**config.mk**
```make
export PLATFORM = sky130hd
export DESIGN_NAME = rep_sequencer_flat
export DESIGN_NICKNAME = d
export VERILOG_FILES = /design/src/rtl/rep_sequencer_if.sv /design/src/rtl/rep_sequencer.sv /design/src/flat_wrapper.sv
export SDC_FILE = /design/constraint.sdc
export NUM_CORES = 1
export LEC_CHECK = 0
export ABC_AREA = 1
export CORE_MARGIN = 2
export CORE_UTILIZATION = 48
export CTS_CLUSTER_SIZE = 12
export DETAILED_ROUTE_END_ITERATION = 8
export PLACE_DENSITY = 0.86
export SYNTH_ARGS = -nofsm -noshare
export SYNTH_HDL_FRONTEND = slang
export SYNTH_SLANG_ARGS = --single-unit
```
**constraint.sdc**
```tcl
create_clock -name clk -period 3.93 [get_ports clk]
set_input_delay 1.179 -clock clk [delete_from_list [all_inputs] [get_ports clk]]
set_output_delay 1.179 -clock clk [all_outputs]
set_load 0.1 [all_outputs]
```
**src/rtl/rep_sequencer_if.sv**
```systemverilog
// Execute-iteration handshake between the string-instruction sequencer (master)
// and the execute datapath (slave).
interface rep_sequencer_if;
  logic        exe_req;
  logic [31:0] exe_esi;
  logic [31:0] exe_edi;
  logic        exe_ack;
  logic [31:0] exe_eflags;

  modport master (
    output exe_req, exe_esi, exe_edi,
    input  exe_ack, exe_eflags
  );

  modport slave (
    input  exe_req, exe_esi, exe_edi,
    output exe_ack, exe_eflags
  );
endinterface

```
**src/rtl/rep_sequencer.sv**
```systemverilog
// Sequencer for MOVS/CMPS with optional REP/REPE/REPNE prefix: one execute
// handshake per element. Define REP_BOUND_EN to cap iterations at MAX_ITERS.
module rep_sequencer #(
  parameter int unsigned MAX_ITERS = 65536,
  parameter int unsigned ITER_W    = 17
) (
  input  logic              clk,
  input  logic              rst_n,
  input  logic              start,
  input  logic [1:0]        rep_kind,
  input  logic              is_cmps,
  input  logic [1:0]        opnd_size,
  input  logic [31:0]       ecx_in,
  input  logic [31:0]       esi_in,
  input  logic [31:0]       edi_in,
  input  logic [31:0]       eflags_in,
  rep_sequencer_if.master   exe,
  output logic [31:0]       ecx_out,
  output logic [31:0]       esi_out,
  output logic [31:0]       edi_out,
  output logic [31:0]       eflags_out,
  output logic [ITER_W-1:0] iter_count,
  output logic              busy,
  output logic              done,
  output logic              bound_hit
);

`ifdef REP_BOUND_EN
  localparam bit BOUND_EN = 1'b1;
`else
  localparam bit BOUND_EN = 1'b0;
`endif

  typedef enum logic [2:0] {
    S_IDLE,
    S_CHECK,
    S_REQ,
    S_UPDATE,
    S_DONE
  } state_e;

  typedef enum logic [1:0] {
    REP_NONE = 2'b00,
    REP_REP  = 2'b01,
    REP_E    = 2'b10,
    REP_NE   = 2'b11
  } rep_e;

  state_e              state_q;
  rep_e                kind_q;
  logic                cmps_q;
  logic [1:0]          size_q;
  logic                df_q;
  logic [31:0]         ecx_q, esi_q, edi_q, eflags_q;
  logic [ITER_W-1:0]   iter_q;
  logic                req_q, done_q, busy_q, bound_q;

  logic [31:0]         step;
  logic [31:0]         ecx_d, esi_d, edi_d;
  logic [ITER_W-1:0]   iter_d;
  logic                zf;
  logic                stop_d, bound_d;

  // Post-UPDATE values; termination is judged on these, not the current ones.
  always_comb begin
    step = 32'd4;
    unique case (size_q)
      2'b00:   step = 32'd1;
      2'b01:   step = 32'd2;
      default: step = 32'd4;
    endcase
    esi_d  = df_q ? (esi_q - step) : (esi_q + step);
    edi_d  = df_q ? (edi_q - step) : (edi_q + step);
    ecx_d  = (kind_q != REP_NONE) ? (ecx_q - 32'd1) : ecx_q;
    iter_d = iter_q + ITER_W'(1);
    zf     = eflags_q[6];
    stop_d = (kind_q == REP_NONE) || (ecx_d == '0) ||
             (cmps_q && (kind_q == REP_E)  && !zf) ||
             (cmps_q && (kind_q == REP_NE) &&  zf);
    bound_d = BOUND_EN && !stop_d && (iter_d == ITER_W'(MAX_ITERS));
  end

  always_ff @(posedge clk or negedge rst_n) begin
    if (!rst_n) begin
      state_q  <= S_IDLE;
      kind_q   <= REP_NONE;
      cmps_q   <= 1'b0;
      size_q   <= '0;
      df_q     <= 1'b0;
      ecx_q    <= '0;
      esi_q    <= '0;
      edi_q    <= '0;
      eflags_q <= '0;
      iter_q   <= '0;
      req_q    <= 1'b0;
      done_q   <= 1'b0;
      busy_q   <= 1'b0;
      bound_q  <= 1'b0;
    end else begin
      done_q <= 1'b0;
      unique case (state_q)
        S_IDLE: begin
          if (start) begin
            kind_q   <= rep_e'(rep_kind);
            cmps_q   <= is_cmps;
            size_q   <= opnd_size;
            df_q     <= eflags_in[10];
            ecx_q    <= ecx_in;
            esi_q    <= esi_in;
            edi_q    <= edi_in;
            eflags_q <= eflags_in;
            iter_q   <= '0;
            bound_q  <= 1'b0;
            busy_q   <= 1'b1;
            state_q  <= S_CHECK;
          end
        end
        S_CHECK: begin
          if ((kind_q != REP_NONE) && (ecx_q == '0)) begin
            done_q  <= 1'b1;
            state_q <= S_DONE;
          end else begin
            req_q   <= 1'b1;
            state_q <= S_REQ;
          end
        end
        S_REQ: begin
          if (exe.exe_ack) begin
            req_q <= 1'b0;
            if (cmps_q) begin
              eflags_q <= exe.exe_eflags;
            end
            state_q <= S_UPDATE;
          end
        end
        S_UPDATE: begin
          esi_q   <= esi_d;
          edi_q   <= edi_d;
          ecx_q   <= ecx_d;
          iter_q  <= iter_d;
          bound_q <= bound_d;
          if (stop_d || bound_d) begin
            done_q  <= 1'b1;
            state_q <= S_DONE;
          end else begin
            req_q   <= 1'b1;
            state_q <= S_REQ;
          end
        end
        S_DONE: begin
          busy_q  <= 1'b0;
          state_q <= S_IDLE;
        end
        default: begin
          req_q   <= 1'b0;
          busy_q  <= 1'b0;
          state_q <= S_IDLE;
        end
      endcase
    end
  end

  assign exe.exe_req = req_q;
  assign exe.exe_esi = esi_q;
  assign exe.exe_edi = edi_q;

  assign ecx_out    = ecx_q;
  assign esi_out    = esi_q;
  assign edi_out    = edi_q;
  assign eflags_out = eflags_q;
  assign iter_count = iter_q;
  assign busy       = busy_q;
  assign done       = done_q;
  assign bound_hit  = bound_q;

endmodule
```
**src/flat_wrapper.sv**
```systemverilog
// flat-port wrapper written by rule: the top's interface ports become plain ports
module rep_sequencer_flat 
#(
  parameter int unsigned MAX_ITERS = 65536,
  parameter int unsigned ITER_W    = 17
)
  (clk, rst_n, start, rep_kind, is_cmps, opnd_size, ecx_in, esi_in, edi_in, eflags_in, ecx_out, esi_out, edi_out, eflags_out, iter_count, busy, done, bound_hit, exe_exe_req, exe_exe_esi, exe_exe_edi, exe_exe_ack, exe_exe_eflags);
  rep_sequencer_if exe_i ();
  input  logic clk;
  input  logic rst_n;
  input  logic start;
  input  logic [1:0] rep_kind;
  input  logic is_cmps;
  input  logic [1:0] opnd_size;
  input  logic [31:0] ecx_in;
  input  logic [31:0] esi_in;
  input  logic [31:0] edi_in;
  input  logic [31:0] eflags_in;
  output logic [31:0] ecx_out;
  output logic [31:0] esi_out;
  output logic [31:0] edi_out;
  output logic [31:0] eflags_out;
  output logic [ITER_W-1:0] iter_count;
  output logic busy;
  output logic done;
  output logic bound_hit;
  output wire logic [$bits(exe_i.exe_req)-1:0] exe_exe_req;
  output wire logic [$bits(exe_i.exe_esi)-1:0] exe_exe_esi;
  output wire logic [$bits(exe_i.exe_edi)-1:0] exe_exe_edi;
  input wire logic [$bits(exe_i.exe_ack)-1:0] exe_exe_ack;
  input wire logic [$bits(exe_i.exe_eflags)-1:0] exe_exe_eflags;
  assign exe_exe_req = exe_i.exe_req;
  assign exe_exe_esi = exe_i.exe_esi;
  assign exe_exe_edi = exe_i.exe_edi;
  assign exe_i.exe_ack = exe_exe_ack;
  assign exe_i.exe_eflags = exe_exe_eflags;
  rep_sequencer #(.MAX_ITERS(MAX_ITERS), .ITER_W(ITER_W)) u_core (.clk(clk), .rst_n(rst_n), .start(start), .rep_kind(rep_kind), .is_cmps(is_cmps), .opnd_size(opnd_size), .ecx_in(ecx_in), .esi_in(esi_in), .edi_in(edi_in), .eflags_in(eflags_in), .exe(exe_i), .ecx_out(ecx_out), .esi_out(esi_out), .edi_out(edi_out), .eflags_out(eflags_out), .iter_count(iter_count), .busy(busy), .done(done), .bound_hit(bound_hit));
endmodule
```
==> summary.md, run 1 <==
| Metric | Value |
|---|---|
| Outcome | finished clean |
| Ant. Diodes | 0 |
| Largest net degree at the start of global routing | 106 |
| WP data arrival | 3.69 ns |
| Sum Neg Setup Slack | 0 ns |
| CTS Root Buffer Type | clkbuf_16 |
| Final WS setup | 0.570 ns |
| Top cell type's share of synthesized area | 0.325 |
| Reg-to-Reg End | u_core.edi_out[24] |
| Post-Syn Nets | 1994 |
| Most instantiated cells after synthesis | nand2_1 (478), nor2_1 (194), inv_1 (161), dfrtp_1 (157), nand3_1 (136) |
| Unique cell type count in the Yosys netlist | 50 |
| Reg2Reg Setup Slack | 0.57 ns |
| Core Area | 0.0250 mm² |
| CP top delay family | compound AO/OA/AOI/OAI gates |
| Cells along the critical path | or2_2 > ha_1 > o21ai_1 > fa_1 > nand3_1 > nand2_1 > a21oi_1 > o21ai_0 > nand2_1 > nand2_1 > a21boi_0 > o21ai_0 > nand2_1 > nand2_1 > o21bai_1 |
| Syn Area/Cell | 6.88 µm² |
| Max-slew headroom | 0.321 |
| Post-synthesis sequential area ratio | 0.325 |
| Achievable frequency | 0.298 GHz |
| Net count, final | 2295 |
| Hold Path Class | flop to flop |
| Netlist Area Pre-Place | 0.0121 mm² |
| Fin. max-slew vios | 0 |
| DIE HEIGHT | 163 µm |
| Most frequent cell after synthesis | nand2_1 |
| Slowest stage cell, crit path | o21ai_1 |
| Filler cell count | 2297 |
| Drt via density | 5.48 |
| Final setup vio count | 0 |
| Critical Path RT | 4.26 ns |
| Final period util | 0.855 |
| Crit. End Element | flop |
| Ports | 382 |
| TritonCTS clock tree | done |
| Total stage count of the critical path | 15 |
| Post-synthesis cell count | 1758 |
| Crit path launch | u_core.size_q[1] |
| CP most frequent cell | nand2_1 |
| Crit Path Max Fanout | 4 |
| Routability congestion estimate | 0.933 |
| Clk sinks | 157 |
| Worst clock skew | 0.0156 ns |
| Grt ovf | 0 |
| Synthesis-to-layout area growth | 31.7% |
| CTS Buf Count | 17 |
| Post-DR wirelength/cell | 16.5 µm |
| First-pass GRT wire length | 62.4 mm |
| Post-route DRC | 0 |
| Reg2reg start | u_core.size_q[1] |
| Vias | 13200 |
| Final ANT Viol Nets | 0 |
| Actual slew at the worst max-slew pin | 1.01 ns |
| Final hold viol count | 0 |
| Post-placement setup slack | 0.350 ns |
| YS warnings | 0 |
| Max stage delay on crit path | 0.41 ns |
| RSZ-0062 raised after global routing | no |
| Vias in the first global route | 12400 |
| Largest area contributor in the netlist | dfrtp_1 |
| Die ar. | 0.0265 mm² |
| Critical Path End | u_core.edi_out[24] |
| Drt pass-1 iters | 5 |
| Initial antenna violation count | 0 |
| Synth Flop Type | dfrtp_1 |
| Tmin final | 3.36 ns |
| Tot GR Track Use | 0.296 |
| Die W | 163 µm |
| Max-cap violations | 0 |
| CTS clk-pin slew, worst paths | 0.07 ns |
| Crit path buf inv count | 0 |
| Post-synth EDFFs | 0 |
| Final Routed Wirelength | 39.7 mm |
| Initial Utilization | 0.484 |
| I/O Buffers | 380 |
| Ys async rst share | 1.00 |
| Dpl hpwl | 30.4 mm |
| H-tree lvl count | 4 |
| Startpoint types | flop |
| Core Rows | 58 |
| Share of layout cells above drive strength 1 | 0.141 |
| Max clock buf depth | 2 |
| Later-pin clock latency in the skew report | 0.45 ns |
| Worst Reg-to-Reg Cells | 15 |
| #FFs+latches synth | 157 |
| Worst Path Class, Setup | flop to flop |
| Initial drt markers | 990 |
| Synth top area cells | dfrtp_1 (32%), nand2_1 (15%), ha_1 (6.7%) |
metal layers:
layer | track usage | vias to the layer above | wire length [µm]
met5 | 0 | - | 0
met2 | 0.505 | 503 | 19100
met3 | 0.0494 | 72 | 2660
met1 | 0.383 | 6168 | 16800
li1 | - | 6426 | -
met4 | 0.0949 | 0 | 1090
cell families (layout without fill, tap and decap cells):
| logic type | count (synthesis) | count (layout) | share of synthesized area |
|---|---|---|---|
| AO/OA/AOI/OAI | 338 | 338 | 0.165 |
| XOR/XNOR | 19 | 19 | 0.0138 |
| adder cells (fa/ha/maj) | 67 | 67 | 0.0706 |
| buffers and inverters | 283 | 597 | 0.110 |
| flip-flops | 157 | 157 | 0.325 |
| multiplexers | 2 | 2 | 0.00166 |
| other | 1 | 1 | 0.000310 |
| AND/OR/NAND/NOR | 891 | 891 | 0.314 |
state kept, by name, indices dropped and copies added, names as in the netlist:
name	count
u_core.ecx_out	32
u_core.busy	1
u_core.eflags_out	32
u_core.cmps_q	1
u_core.kind_q	2
u_core.state_q	3
u_core.edi_out	32
u_core.esi_out	32
u_core.df_q	1
u_core.done	1
u_core.iter_count	17
u_core.size_q	2
u_core.exe.exe_req	1
how the worst min path moves through the flow:
stage	from	endpoint	slack, ns	depth (start not counted)
floorplan	u_core.state_q[2]	u_core.busy	0.46	1
global placement	u_core.exe.exe_req	u_core.exe.exe_req	0.46	2
detailed placement	u_core.iter_count[16]	u_core.iter_count[16]	0.47	1
CTS	u_core.iter_count[16]	u_core.iter_count[16]	0.48	1
global route	u_core.iter_count[16]	u_core.iter_count[16]	0.51	1
finish	u_core.iter_count[16]	u_core.iter_count[16]	0.48	1
through the flow:
step	hold WS [ns]	std cells	instance area [µm²]	util
finish	0.483	2402	15900	0.638
global route	0.512	2402	15900	0.638
CTS	0.484	2402	15900	0.638
detailed placement	0.473	2370	15300	0.613
global placement	0.457	2370	15300	0.613
floorplan	0.460	1758	12100	-
layout make-up:
type / instances / area, µm² / share of cell area
Multi-Input combinational cell: 1318 / 6850 / 0.430
Clock buffer: 17 / 425 / 0.0267
Sequential cell: 157 / 3930 / 0.247
Inverter: 171 / 643 / 0.0404
Tap cell: 330 / 413 / 0.0259
Clock inverter: 15 / 185 / 0.0116
Timing Repair Buffer: 394 / 3480 / 0.219
cells in the final DEF (no fill, tap or decap), types with 18 or more instances in the layout:
cell	n
ha_1	65
inv_1	161
nor2_1	193
a31oi_1	48
clkdlybuf4s50_1	192
nand4_1	18
o211ai_1	29
buf_4	198
nand2_1	478
o21ai_0	86
nand3_1	136
dfrtp_1	156
a21oi_1	109
timing repair:
action	4_1_cts	5_1_grt
hold buffers	0	0
endpoints found under the setup margin	0	2
buffers inserted	0	0
gates resized for setup	0	1
Power of run 1 is not shown: default switching activity piles up to over one toggle a cycle in this logic, so the estimate is an artifact.
==> inputs of run 2 (changes only) <==
- ABC_CLOCK_PERIOD_IN_PS: not set -> 3930
- CORE_ASPECT_RATIO: not set -> 1.75
==> run 2 against run 1 <==
  * Die area rose by 0.19%
  * Register-to-register slack gained 0.06 ns
  * Flip-flop and latch count stayed put
  * Worst hold slack improved by 0.011 ns
  * First-iteration DRC count decreased by 17%
  * Via count up 1.2%
  * Cell area decreased by 0.43%
  * Utilization up 0.34 points
  * Routed wire length increased by 7.3%
  * Critical path depth is 1 higher
  * Critical path type unchanged
==> summary.md, run 2 (synthesized netlist as in run 1, its figures left out) <==
| Metric | Value |
|---|---|
| Outcome | finished clean |
| Die ar. | 0.0265 mm² (+0.19%) |
| Vias in the first global route | 13100 (+5.2%) |
| CTS Hold Bufs | 0 (unchanged) |
| Final setup vio count | 0 (unchanged) |
| Filler cell count | 2238 (-2.6%) |
| Worst clock skew | 0.0130 ns (-0.00254 ns) |
| Most common cell after layout, fill and taps aside | nand2_1 |
| TritonCTS clock tree | done |
| Sum Neg Setup Slack | 0 ns (unchanged) |
| Vias | 13300 (+1.2%) |
| Hold Path Class | flop to flop |
| Ports | 382 (unchanged) |
| Max-slew headroom | 0.332 (+0.0103) |
| H-tree lvl count | 4 (unchanged) |
| Achievable frequency | 0.303 GHz (+1.9%) |
| CTS Root Buffer Type | clkbuf_16 |
| Final hold viol count | 0 (unchanged) |
| Fin. max-slew vios | 0 (unchanged) |
| Dpl hpwl | 32.8 mm (+7.9%) |
| WP data arrival | 3.68 ns (about the same) |
| Synthesis-to-layout area growth | 31.1% |
| Die W | 124 µm (-24%) |
| Post-DR wirelength/cell | 17.9 µm (+8.2%) |
| Tot GR Track Use | 0.320 (+0.0245) |
| Final period util | 0.839 (-0.0160) |
| Critical Path RT | 4.31 ns (+0.05 ns) |
| Actual slew at the worst max-slew pin | 1.00 ns (-0.0154 ns) |
| Reg2Reg Setup Slack | 0.63 ns (+0.06 ns) |
| Postcts setup bufs | 0 (unchanged) |
| CTS Buf Count | 17 (unchanged) |
| Drt via density | 5.59 (+2.0%) |
| Grt ovf | 0 (unchanged) |
| Share of layout cells above drive strength 1 | 0.142 (+0.00103) |
| Crit. End Element | flop |
| Largest net degree at the start of global routing | 76 (-28%) |
| Worst Path Class, Setup | flop to flop |
| Initial antenna violation count | 0 (unchanged) |
| Crit path launch | u_core.size_q[1] |
| Startpoint types | flop |
| Routability congestion estimate | 0.937 (+0.44%) |
| Max-cap violations | 0 (unchanged) |
| Ant. Diodes | 0 (unchanged) |
| RSZ-0062 raised after global routing | no |
| Core Rows | 76 (+31%) |
| First-pass GRT wire length | 66.3 mm (+6.2%) |
| CTS clk-pin slew, worst paths | 0.07 ns (about the same) |
| DIE HEIGHT | 214 µm (+31%) |
| Core Area | 0.0247 mm² (-0.96%) |
| Initial Utilization | 0.489 (+0.00471) |
| Later-pin clock latency in the skew report | 0.46 ns (about the same) |
| Most frequent cells in the layout | nand2_1 (478), buf_4 (201), nor2_1 (193), clkdlybuf4s50_1 (187), inv_1 (161) |
| Final ANT Viol Nets | 0 (unchanged) |
| Hold path start | u_core.iter_count[16] |
| Reg2reg start | u_core.size_q[1] |
| Initial drt markers | 822 (-17%) |
| Post-route DRC | 0 (unchanged) |
| Drt pass-1 iters | 7 (+2) |
| Net count, final | 2294 (-0.044%) |
| Max clock buf depth | 2 (unchanged) |
| Crit Path Max Fanout | 4 (unchanged) |
| Tmin final | 3.30 ns (-0.0629 ns) |
| Clk sinks | 157 (unchanged) |
| Post-CTS sizing | 0 (unchanged) |
| I/O Buffers | 380 (unchanged) |
| Final Routed Wirelength | 42.6 mm (+7.3%) |
## run 2: cell types whose count changed in the layout (fill, tap and decap cells not counted), sizes merged
| cell | delta |
|---|---|
| clkbuf | +3 |
| clkdlybuf4s50 | -5 |
| bufinv | +1 |
| clkinv | -4 |
| clkinvlp | +1 |
| buf | +4 |
| inv | -1 |
## run 2: area by class of cell
class                      instances  area (µm²)  share of cell area
timing repair buffer             393        3470               0.219
clock inverter                    12         125             0.00789
tap                              312         390              0.0246
sequential                       157        3930               0.248
clock buffer                      20         447              0.0282
multi-input combinational       1318        6850               0.432
inverter                         171         643              0.0406
## run 2: critical path: stages, from the launching register on
cell      delay (ns)
dfrtp_1         0.39
or2_2           0.32
ha_1            0.28
o21ai_0         0.08
buf_4           0.18
fa_1            0.43
nand3_1         0.09
nand2_1         0.10
a21oi_1         0.25
o21ai_0         0.20
nand2_1         0.10
nand2_1         0.07
a21boi_0        0.30
o21ai_0         0.18
nand2_1         0.08
nand2_1         0.05
o21bai_1        0.14
## run 2: metal layers
metal / vias to the layer above / part of all wire / track usage
li1: 6418 / - / -
met1: 6203 / 0.37 / 0.344
met2: 545 / 0.52 / 0.574
met3: 158 / 0.051 / 0.0458
met4: 0 / 0.062 / 0.199
met5: - / 0 / 0
## run 2: through the flow
step                      worst slack (ns)  instance area (µm²)  utilization  hold slack (ns)  std cells
final                                0.633                15900        0.641            0.495       2383
after CTS                            0.673                15900        0.641            0.502       2383
after global routing                 0.234                15900        0.641            0.517       2383
after floorplan                      0.293                12100            -            0.460       1758
after detailed placement             0.711                15300        0.618            0.487       2351
after global placement               0.774                15300        0.618            0.457       2351
## run 2: path summary, 6_finish.rpt
check | endpoint | depth (start not counted)
worst max-delay path | u_core.edi_out[24] | 16
min in group asynchronous | u_core.ecx_out[11] | 1
worst max register to register | u_core.edi_out[24] | 16
worst min register to register | u_core.iter_count[16] | 1
max in group asynchronous | u_core.df_q | 2
worst min-delay path | u_core.iter_count[16] | 1
Power of run 2 is left out for the same reason.
